**src/rtl/arith_pkg.sv**
```systemverilog
// Shared arithmetic-unit types and helpers for the iterative multiplier and divider.
package arith_pkg;

    typedef enum logic [1:0] {
        IDLE,
        RUN,
        DONE
    } divider_state_t;

    // Bits needed for an iteration counter spanning 0..n-1 (at least one bit).
    function automatic int cnt_width(input int n);
        return (n <= 2) ? 1 : $clog2(n);
    endfunction

endpackage

```
**src/rtl/seq_divider_if.sv**
```systemverilog
// Start/done handshake and operand/result bundle for seq_divider.
interface seq_divider_if #(
    parameter int WIDTH = 8
);
    logic             start;
    logic [WIDTH-1:0] dividend;
    logic [WIDTH-1:0] divisor;
    logic             busy;
    logic             done;
    logic [WIDTH-1:0] quotient;
    logic [WIDTH-1:0] remainder;
    logic             dbz;

    modport master (
        output start, dividend, divisor,
        input  busy, done, quotient, remainder, dbz
    );

    modport slave (
        input  start, dividend, divisor,
        output busy, done, quotient, remainder, dbz
    );
endinterface

```
**src/rtl/div_step.sv**
```systemverilog
// One restoring shift-subtract iteration: shift the next dividend bit into the
// partial remainder and subtract the divisor when it fits.
module div_step #(
    parameter int WIDTH = 8
) (
    input  logic [WIDTH-1:0] r,
    input  logic             q_msb,
    input  logic [WIDTH-1:0] divisor,
    output logic [WIDTH-1:0] r_next,
    output logic             q_bit
);
    logic [WIDTH:0] t;

    assign t     = {r, q_msb};
    assign q_bit = (t >= {1'b0, divisor});
    // Any result of the subtraction is below divisor, so the low WIDTH bits are exact.
    assign r_next = q_bit ? (t[WIDTH-1:0] - divisor) : t[WIDTH-1:0];
endmodule

```
**src/rtl/seq_divider.sv**
```systemverilog
// Sequential restoring divider, one quotient bit per cycle, start/done handshake.
// Optional divide-by-zero short-cut and flag enabled by defining DIVIDER_DBZ_EN.
//
// state | meaning
// IDLE  | waiting for start
// RUN   | one shift-subtract iteration per cycle, WIDTH cycles
// DONE  | one-cycle done pulse, results valid
module seq_divider
    import arith_pkg::*;
#(
    parameter int WIDTH = 8
) (
    input  logic        clk,
    input  logic        rst,
    seq_divider_if.slave bus
);
    localparam int               CNT_W = cnt_width(WIDTH);
    localparam logic [CNT_W-1:0] LAST  = CNT_W'(WIDTH - 1);

    divider_state_t   state, state_next;
    logic [CNT_W-1:0] cnt;
    logic [WIDTH-1:0] r, q, dvs;
    logic [WIDTH-1:0] quotient_q, remainder_q;
    logic [WIDTH-1:0] r_next;
    logic             q_bit;
    logic             zero_div;
    logic             busy, done;

`ifdef DIVIDER_DBZ_EN
    logic dbz_q;
    assign zero_div = (bus.divisor == '0);
`else
    assign zero_div = 1'b0;
`endif

    div_step #(.WIDTH(WIDTH)) u_step (
        .r       (r),
        .q_msb   (q[WIDTH-1]),
        .divisor (dvs),
        .r_next  (r_next),
        .q_bit   (q_bit)
    );

    always_ff @(posedge clk) begin
        if (rst) state <= IDLE;
        else     state <= state_next;
    end

    always_comb begin
        state_next = state;
        case (state)
            IDLE:    if (bus.start) state_next = zero_div ? DONE : RUN;
            RUN:     if (cnt == LAST) state_next = DONE;
            DONE:    state_next = bus.start ? (zero_div ? DONE : RUN) : IDLE;
            default: state_next = IDLE;
        endcase
    end

    always_comb begin
        busy = (state == RUN);
        done = (state == DONE);
    end

    always_ff @(posedge clk) begin
        if (rst) begin
            cnt         <= '0;
            r           <= '0;
            q           <= '0;
            dvs         <= '0;
            quotient_q  <= '0;
            remainder_q <= '0;
        end else if (state == RUN) begin
            r <= r_next;
            q <= {q[WIDTH-2:0], q_bit};
            if (cnt == LAST) begin
                cnt         <= '0;
                quotient_q  <= {q[WIDTH-2:0], q_bit};
                remainder_q <= r_next;
            end else begin
                cnt <= cnt + CNT_W'(1);
            end
        end else if (bus.start) begin
            cnt <= '0;
            r   <= '0;
            q   <= bus.dividend;
            dvs <= bus.divisor;
            // Divide-by-zero skips RUN, so publish the natural all-ones result now.
            if (zero_div) begin
                quotient_q  <= '1;
                remainder_q <= bus.dividend;
            end
        end
    end

`ifdef DIVIDER_DBZ_EN
    always_ff @(posedge clk) begin
        if (rst)                           dbz_q <= 1'b0;
        else if (state != RUN && bus.start) dbz_q <= zero_div;
    end
    assign bus.dbz = dbz_q;
`else
    assign bus.dbz = 1'b0;
`endif

    assign bus.busy      = busy;
    assign bus.done      = done;
    assign bus.quotient  = quotient_q;
    assign bus.remainder = remainder_q;

`ifdef FORMAL
    logic [WIDTH-1:0] dvd_cap;
    always_ff @(posedge clk) begin
        if (rst)                            dvd_cap <= '0;
        else if (state != RUN && bus.start) dvd_cap <= bus.dividend;
    end

    always_comb begin
        if (state == DONE) begin
            assert ((2*WIDTH)'(quotient_q) * (2*WIDTH)'(dvs) + (2*WIDTH)'(remainder_q)
                    == (2*WIDTH)'(dvd_cap));
            if (dvs != '0) assert (remainder_q < dvs);
        end
        assert (cnt <= LAST);
        assert (!(busy && done));
    end
`endif
endmodule
```
**src/flat_wrapper.sv**
```systemverilog
// flat-port wrapper written by rule: the top's interface ports become plain ports
module seq_divider_flat import arith_pkg::*;
#(
    parameter int WIDTH = 8
)
  (clk, rst, bus_start, bus_dividend, bus_divisor, bus_busy, bus_done, bus_quotient, bus_remainder, bus_dbz);
  seq_divider_if #(.WIDTH(WIDTH)) bus_i ();
  input  logic clk;
  input  logic rst;
  input wire logic [$bits(bus_i.start)-1:0] bus_start;
  input wire logic [$bits(bus_i.dividend)-1:0] bus_dividend;
  input wire logic [$bits(bus_i.divisor)-1:0] bus_divisor;
  output wire logic [$bits(bus_i.busy)-1:0] bus_busy;
  output wire logic [$bits(bus_i.done)-1:0] bus_done;
  output wire logic [$bits(bus_i.quotient)-1:0] bus_quotient;
  output wire logic [$bits(bus_i.remainder)-1:0] bus_remainder;
  output wire logic [$bits(bus_i.dbz)-1:0] bus_dbz;
  assign bus_i.start = bus_start;
  assign bus_i.dividend = bus_dividend;
  assign bus_i.divisor = bus_divisor;
  assign bus_busy = bus_i.busy;
  assign bus_done = bus_i.done;
  assign bus_quotient = bus_i.quotient;
  assign bus_remainder = bus_i.remainder;
  assign bus_dbz = bus_i.dbz;
  seq_divider #(.WIDTH(WIDTH)) u_core (.clk(clk), .rst(rst), .bus(bus_i));
endmodule
```
**config.mk**
```make
export PLATFORM = sky130hd
export DESIGN_NAME = seq_divider_flat
export DESIGN_NICKNAME = d
export VERILOG_FILES = /design/src/rtl/arith_pkg.sv /design/src/rtl/seq_divider_if.sv /design/src/rtl/div_step.sv /design/src/rtl/seq_divider.sv /design/src/flat_wrapper.sv
export SDC_FILE = /design/constraint.sdc
export NUM_CORES = 1
export LEC_CHECK = 0
export CAP_MARGIN = 5
export CORE_MARGIN = 8
export CORE_UTILIZATION = 53
export DETAILED_ROUTE_END_ITERATION = 10
export HOLD_SLACK_MARGIN = 0.06
export PLACE_DENSITY = 0.75
export SYNTH_ARGS = -nofsm -noshare
export SYNTH_HDL_FRONTEND = slang
export SYNTH_SLANG_ARGS = --single-unit
```
**constraint.sdc**
```tcl
create_clock -name clk -period 2.8 [get_ports clk]
set_clock_uncertainty 0.2 [all_clocks]
set_input_delay 0.28 -clock clk [delete_from_list [all_inputs] [get_ports clk]]
set_output_delay 0.28 -clock clk [all_outputs]
set_load 0.01 [all_outputs]
```
==> flow_summary.toml <==
[clock_tree]
cts_tree = "done"
cts_buffers = 5
holdBufCountCts = 0
cts.path.max_buffers = 2
clkTransAtPathRegs_ps = 90
postCtsSetupBuffers = 0
cts_sinks = 45
clock_latency_ps = 300
ctsRootBufferMaster = "clkbuf_8"
ctsHtreeMaxLevel = 2
cts_resized = 0

[final_layout]
multi_input_area_sq_um = 1300
final_area_sq_um = 2830
layout.nets = 344
regArea_sq_um = 901
layout_commonest_cell = "dfxtp_1"
nFillCells = 381
post-route-util_pct = 65.9
syn2layout_area_growth_pct = 21.6
stdcell_count = 367
antenna_cells = 0
layout_common_cells = "dfxtp_1 (45), clkdlybuf4s50_1 (36), nand2_1 (35)"
drive_gt1_share_pct = 7.94

[logic_synthesis]
ys_warn_count = 0
synth_edf_count = 0
syn_area_sq_um = 2330
ys_ff_latch = 45
yosys_most_used_dff = "dfxtp_1"
async_reset_ff_share_pct = 0
syn_nets = 311
yosysSeqAreaShare_pct = 38.7
synth_cell_types = 51
postSynthAreaPerCell_sq_um = 8.28
syn_inst = 281

[sta]
hold_slack_ps = 256
max_freq_ghz = 0.404
tns_ps = 0
fin_crit_ps = 2480
final-hold-violation-count = 0
tightest_slew_ps = 734
postLayoutSetupSlackWorst_ps = 324
slew_viol_final = 0
setup_viol = 0
max-slew-margin-rel_pct = 51.1
grt_setup_unrepaired = "no"
finalCritPeriodShare_pct = 88.4

[pwr]
power.switching_uw = 795
combPwrFrac_pct = 42.2
p_sw_share_pct = 39.4
clockPowerShare_pct = 21.5
power_mw = 2.02
p_per_area_nw_per_um2 = 714
p_seq_share_pct = 36.3
intPower_mw = 1.22
p_leak_nw = 1.04
max-vdd-ir-drop_mv = 0.414

[placement]
preCtsSetupSlack_ps = 374
io_buffers = 36
place_area_sq_um = 2730
place_inst = 359
hpwl_um = 4090
place_congestion = 0.870

[drt]
via_per_inst = 5.78
wire_per_inst_um = 15.2
initialDrtViolationCount = 171
drtAntennaViolNets = 0
dr.pass1.iters = 4
drc = 0
vias = 2122
finalWirelength_um = 5590

[worst_setup_path]
start_kind = "flop"
crit_type = "flop to flop"
timing.rr.start = "u_core.q[7]"
crit_start = "u_core.q[7]"
worst_ep_required_time_ps = 2810
cp_common_cell = "inv_1"
crit_slowest_cell = "fa_1"
end_kind = "flop"
cp_max_fo = 3
worst_path_largest_cell_delay_ps = 400
arrival_ps = 2490
path_cells = "inv_1 -> ha_1 -> inv_1 -> fa_1 -> a211o_1 -> a2111oi_0 -> nand4b_1 -> o21ai_1 -> a211oi_1"

[floorplanning]
dieArea_sq_um = 6760
rows = 24
die_h_um = 82.2
floorplan.initialDensity_pct = 54.2
die_w_um = 82.2
ios = 38
core_sq_um = 4290

[grt]
antenna_found_initial = 0
gr-total-overflow = 0
grt_pass1_vias = 1988
grt_max_degree = 30
grt_pass1_wl_um = 9160
track_usage_pct = 16.9

[job]
drv_cap = 0

[hold_path]
min_path_type = "flop to flop"
hold_start = "u_core.bus.quotient[5]"

[status]
outcome = "finished, final reports clean"
kinds of logic after synthesis:
family / after synthesis / synth area share [%]
compound gates: 78 / 22.8
simple gates: 106 / 22.6
xor+xnor: 3 / 1.13
flops: 45 / 38.7
fa+ha+maj: 11 / 6.24
other cells: 1 / 0.161
mux: 7 / 3.01
buf+inv: 30 / 5.33
path summary, 6_finish.rpt:
kind | slack, ps | endpoint | depth (start not counted)
hold / removal | 260 | u_core.bus.quotient[5] | 2
hold reg to reg | 260 | u_core.bus.quotient[5] | 2
setup reg to reg | 320 | u_core.bus.remainder[6] | 9
setup / recovery | 320 | u_core.bus.remainder[6] | 9
synthesized netlist by cell type (5+ instances only):
cell type / count / share of area [%]
o21ai_0: 5 / 1.1
nand3_1: 14 / 3.0
nand2_1: 35 / 5.6
ha_1: 10 / 5.4
mux2i_1: 7 / 3.0
nor3_1: 6 / 1.3
o21ai_1: 8 / 1.7
a211oi_1: 14 / 4.5
nand3b_1: 8 / 2.6
clkbuf_1: 10 / 1.6
nor2_1: 23 / 3.7
a21oi_1: 24 / 5.2
dfxtp_1: 45 / 39
inv_1: 11 / 1.8
flip-flops by register name (all words and copies together), names as in the netlist:
name	count
u_core.bus.remainder	8
u_core.q	8
u_core.state	2
u_core.dvs	8
u_core.bus.quotient	8
u_core.cnt	3
u_core.r	8
cell type report:
class                   instances  share of cell area [%]
clock inverters                 2                   0.487
well taps                      52                    2.30
inverters                      12                    1.59
repair buffers                 44                    14.9
clock buffers                   6                    2.92
multi-input cells             206                    46.0
flip-flops and latches         45                    31.8
critical path, delay by kind of cell, from the launching register on:
family	cells	cell delay, ps
AOI/OAI and AO/OA	4	990
and+or+nand+nor	1	170
DFF	1	330
buffers and inverters	2	150
adders and majority gates	2	560
power groups by stage:
stage          registers (mW)  logic [mW]  clock network (mW)
5_1_grt                 0.741       0.944               0.463
4_1_cts                 0.732       0.847               0.439
2_1_floorplan           0.732       0.667                   0
6_report                0.734       0.852               0.433
3_3_place_gp            0.746       0.840                   0
3_5_place_dp            0.746       0.844                   0
layer usage:
metal	global-route usage, %	wire length [um]	up-vias
met4	3.68	42	0
met5	0	0	-
met3	3.14	262	5
li1	-	-	1082
met1	22.5	2660	988
met2	27.8	2630	47
(Power assumes the default switching activity.)
